File: src/rtl/debouncer_pkg.sv
// Shared defaults and helpers for the input debouncer.
package debouncer_pkg;

  localparam int LARGURA_PADRAO          = 2;
  localparam int SYNC_STAGES_PADRAO      = 2;
  localparam int CONTAGEM_ESTAVEL_PADRAO = 4;

  // Counter must hold 0..CONTAGEM_ESTAVEL-1; never narrower than one bit.
  function automatic int largura_contador(input int contagem);
    if (contagem < 1) begin
      return 1;
    end else begin
      return $clog2(contagem + 1);
    end
  endfunction

endpackage

File: src/rtl/debouncer_bit.sv
// One debounced input bit: synchroniser chain followed by a stability timer.
module debouncer_bit
  import debouncer_pkg::*;
#(
  parameter int SYNC_STAGES      = SYNC_STAGES_PADRAO,
  parameter int CONTAGEM_ESTAVEL = CONTAGEM_ESTAVEL_PADRAO
) (
  input  logic clk,
  input  logic rst,
  input  logic entrada,
  output logic saida,
  output logic filtrando
);

  localparam int              CW         = largura_contador(CONTAGEM_ESTAVEL);
  localparam logic [CW-1:0]   CNT_ZERO   = {CW{1'b0}};
  localparam logic [CW-1:0]   CNT_UM     = CW'(1);
  localparam logic [CW-1:0]   CNT_ULTIMO = CW'(CONTAGEM_ESTAVEL - 1);

  logic [SYNC_STAGES-1:0] sync_q, sync_d;
  logic [CW-1:0]          cnt_q, cnt_d;
  logic                   saida_q, saida_d;
  logic                   filtrando_q, filtrando_d;
  logic                   s_sinc;

  assign s_sinc = sync_q[SYNC_STAGES-1];

  // Shift the raw input through the synchroniser chain.
  always_comb begin
    sync_d = {sync_q[SYNC_STAGES-2:0], entrada};
  end

  // Stability timer: any agreement with the current level restarts the count.
  always_comb begin
    cnt_d   = cnt_q;
    saida_d = saida_q;
    if (s_sinc == saida_q) begin
      cnt_d = CNT_ZERO;
    end else if (cnt_q == CNT_ULTIMO) begin
      saida_d = s_sinc;
      cnt_d   = CNT_ZERO;
    end else begin
      cnt_d = cnt_q + CNT_UM;
    end
    filtrando_d = (cnt_d != CNT_ZERO);
  end

  // State registers with synchronous reset.
  always_ff @(posedge clk) begin
    if (rst) begin
      sync_q      <= {SYNC_STAGES{1'b0}};
      cnt_q       <= CNT_ZERO;
      saida_q     <= 1'b0;
      filtrando_q <= 1'b0;
    end else begin
      sync_q      <= sync_d;
      cnt_q       <= cnt_d;
      saida_q     <= saida_d;
      filtrando_q <= filtrando_d;
    end
  end

  assign saida     = saida_q;
  assign filtrando = filtrando_q;

endmodule

File: src/rtl/debouncer_entrada.sv
// Multi-bit debouncer feeding the edge detector; each bit is filtered independently.
module debouncer_entrada
  import debouncer_pkg::*;
#(
  parameter int LARGURA          = LARGURA_PADRAO,
  parameter int SYNC_STAGES      = SYNC_STAGES_PADRAO,
  parameter int CONTAGEM_ESTAVEL = CONTAGEM_ESTAVEL_PADRAO
) (
  input  logic               clk,
  input  logic               rst,
  input  logic [LARGURA-1:0] entrada,
  output logic [LARGURA-1:0] saida,
  output logic [LARGURA-1:0] filtrando
);

  if (SYNC_STAGES < 2) begin : g_erro_sync
    $error("debouncer_entrada: SYNC_STAGES must be >= 2");
  end

  if (CONTAGEM_ESTAVEL < 1) begin : g_erro_contagem
    $error("debouncer_entrada: CONTAGEM_ESTAVEL must be >= 1");
  end

  for (genvar i = 0; i < LARGURA; i++) begin : g_bit
    debouncer_bit #(
      .SYNC_STAGES      (SYNC_STAGES),
      .CONTAGEM_ESTAVEL (CONTAGEM_ESTAVEL)
    ) u_bit (
      .clk       (clk),
      .rst       (rst),
      .entrada   (entrada[i]),
      .saida     (saida[i]),
      .filtrando (filtrando[i])
    );
  end

endmodule

File: config.mk
export PLATFORM = sky130hd
export DESIGN_NAME = debouncer_entrada
export DESIGN_NICKNAME = d
export VERILOG_FILES = /design/src/rtl/debouncer_pkg.sv /design/src/rtl/debouncer_bit.sv /design/src/rtl/debouncer_entrada.sv
export SDC_FILE = /design/constraint.sdc
export NUM_CORES = 1
export LEC_CHECK = 0
export BUFFER_PORTS_ARGS = -buffer_cell sky130_fd_sc_hd__buf_2
export CORE_AREA = 2 2 39 41
export CTS_BUF_LIST = sky130_fd_sc_hd__clkbuf_8
export CTS_CLUSTER_SIZE = 14
export DETAILED_ROUTE_END_ITERATION = 8
export DIE_AREA = 0 0 41 43
export GPL_TIMING_DRIVEN = 1
export PLACE_DENSITY = 0.59
export REMOVE_ABC_BUFFERS = 1
export SKIP_LAST_GASP = 1
export SLEW_MARGIN = 30
export SYNTH_ARGS = -nofsm -noshare
export SYNTH_HDL_FRONTEND = slang
export SYNTH_SLANG_ARGS = --single-unit
File: constraint.sdc
create_clock -name clk -period 1.35 [get_ports clk]
set_input_delay 0.27 -clock clk [delete_from_list [all_inputs] [get_ports clk]]
set_output_delay 0.27 -clock clk [all_outputs]
set_load 0.01 [all_outputs]
==> impl_metrics.yaml <==
run_status:
  status: "complete, no violations"
timing:
  max_freq_mhz: 879.4
  finalHoldViolations: 0
  fin_crit_sh_pct: 84.23
  finalSetupViolations: 0
  tns_ps: 0
  slew_headroom_pct: 91.91
  fin_crit_ps: 1137
  skew_ps: 2.496
  worst_pin_slew_ps: 117.9
  rsz0062_at_grt: "no"
  slew_violations: 0
die:
  initial_core_util_pct: 39.06
  die_w_um: 41
  rows: 14
  core_area_um2: 1384
  die_h_um: 43
  dieArea_um2: 1763
  ioPinCount: 8
synthesis:
  ys_warn_count: 0
  synth_area_um2: 540.5
  synth_top_area_share_pct: 51.85
  syn_avg_cell_area_um2: 11.26
  synthCells: 48
  synth_top_cell_by_area: "dfxtp_1"
  seq_area_frac_synth_pct: 51.85
  synthTopCellsByArea: "dfxtp_1 (52%), buf_4 (5.6%), ha_1 (4.6%), nor2b_1 (4.6%), mux2i_1 (3.7%)"
  ys_types: 21
  ys_ff_latch: 14
global_route:
  grt_use_total_pct: 10.44
  gr-usage-met1_pct: 11.92
  grt_overflow: 0
  met2_usage_pct: 12.50
  grt-busiest-layer: "met4"
  antenna_found_initial: 0
  met3_usage_pct: 3.141
  grt_max_degree: 10
  grt_pass1_vias: 290
  grt_pass1_wl_mm: 1.124
clock_tree:
  htreeDepth: 1
  cts.sinks: 14
  cts_resized: 0
  post_cts_buffers: 0
  cts_tree: "yes"
  path_clk_slew_ps: 60
  cts_made_buffers: 3
  cts-hold-fix-buffers: 0
  cts_buffer_depth: 2
  clk_latency_ps: 240
  cts_root_buf: "clkbuf_8"
worst_setup_path:
  crit_path_cell_trace: "ha_1 > nor2b_4 > maj3_2 > nor2_2"
  endpoint: "g_bit[1].u_bit.filtrando"
  crit_start: "g_bit[1].u_bit.cnt_q[0]"
  critPathMaxStageDelay_ps: 330
  crit_required_ps: 1540
  rr_endpoint: "g_bit[1].u_bit.filtrando"
  regToRegSetupSlack_ps: 210
  critPathMaxFanout: 3
  critPathLaunchType: "flop"
  critPathKind: "flop to flop"
  r2r-start: "g_bit[1].u_bit.cnt_q[0]"
  r2r_cells: 4
  worst_path_max_delay_cell: "dfxtp_1"
  worstSetupEndpointType: "flop"
  critical_path_arrival_ps: 1320
detailed_routing:
  routed_via_density: 4.423
  drtIter0Drc: 0
  drc_errors: 0
  first_pass_iters: 1
  num_vias: 314
  wl_per_cell_um: 8.732
  wirelength_um: 620
  ant_nets: 0
placed_design:
  gp_congestion: 0.6098
  port_buffers: 7
power_and_ir_drop:
  power_density_nw_per_um2: 1370
  ir_drop_mv: 0.7312
  leakage_uw: 0.0002757
finish:
  final_util_pct: 44.85
  diodes: 0
  drive_gt1_share_pct: 32.73
  finalNetCount: 62
  syn_to_final_growth_pct: 14.81
job:
  maxCapViolations: 0
worst_hold_path:
  hp-class: "input port to flop"
cells in the final DEF (no fill, tap or decap):
master and instances:
a21oi_1 1, and2_1 1, and2b_1 2, and2b_2 1, buf_2 7, clkbuf_8 4, dfxtp_1 14, ha_1 2
inv_1 1, maj3_2 1, mux2i_1 2, nand2b_1 2, nand2b_2 1, nor2_1 3, nor2_2 1, nor2b_1 4
nor2b_4 1, nor3_1 2, nor3_2 1, nor3b_2 1, o21a_1 1, xor2_1 2
final cells by class:
class / instances / area, µm²
multi-input combinational: 29 / 226.5
sequential: 14 / 280.3
inverter: 1 / 3.754
timing repair buffer: 7 / 35.03
clock buffer: 4 / 55.05
fill: 131 / 763.2
tap: 16 / 20.02
flip-flops by register name, summed over array words and instances (netlist names):
| name | count |
|---|---|
| g_bit.u_bit.cnt_q | 6 |
| g_bit.u_bit.sync_q | 4 |
| g_bit.u_bit.saida | 2 |
| g_bit.u_bit.filtrando | 2 |
report_power, final:
part           switching (µW)  leakage (µW)  internal, µW
clock network             140     0.0000288           258
registers                3.70      0.000114           422
logic                    11.4      0.000133          15.0
total                     155      0.000276           695
worst max-delay path: cells and delay by family (launching register included):
kind                     cells  cell delay (ps)
flip-flops                   1              330
adder cells (fa/ha/maj)      2              630
AND/OR/NAND/NOR              2              120
worst min-delay path by stage:
stage | start | end | slack (ps) | cells after the start
after floorplan | rst | g_bit[0].u_bit.sync_q[0] | 340 | 1
after global placement | g_bit[0].u_bit.sync_q[0] | g_bit[0].u_bit.sync_q[1] | 420 | 1
after detailed placement | g_bit[1].u_bit.sync_q[0] | g_bit[1].u_bit.sync_q[1] | 420 | 1
after CTS | entrada[0] | g_bit[0].u_bit.sync_q[0] | 230 | 2
after global routing | entrada[0] | g_bit[0].u_bit.sync_q[0] | 250 | 2
final | entrada[0] | g_bit[0].u_bit.sync_q[0] | 240 | 2
cell families after synthesis:
logic type               Yosys count  share of synthesized area (%)
multiplexers                       2                          3.704
XOR/XNOR                           2                          3.241
AND/OR/NAND/NOR                   20                          25.93
AO/OA/AOI/OAI                      2                          2.314
buffers and inverters              5                          6.250
adder cells (fa/ha/maj)            3                          6.712
flip-flops                        14                          51.85
per-layer routing:
metal | vias to the layer above | part of all wire [%]
met1 | 139 | 46
met2 | 8 | 43
met3 | 4 | 5.8
met4 | 0 | 5.2
li1 | 163 | -
met5 | - | 0
cell usage after synthesis, drive strengths merged:
cell type  number
xor2            2
maj3            1
ha              2
nand2b          3
dfxtp          14
nor3b           1
and2            1
o21a            1
nor3            3
a21oi           1
mux2i           2
nor2            4
inv             1
nor2b           5
buf             4
and2b           3
through the flow:
step	cell area, µm²	std cells	hold WS (ps)	setup WS (ps)	power (µW)
6_report	620.6	71	236.0	212.9	850.2
5_1_grt	620.6	71	253.5	124.5	889.5
4_1_cts	620.6	71	233.0	206.6	868.2
3_5_place_dp	565.5	67	423.4	219.8	462.2
3_3_place_gp	565.5	67	416.4	233.1	461.4
2_1_floorplan	510.5	44	341.6	253.0	451.7
No activity file was read; power rests on OpenSTA's default activity.
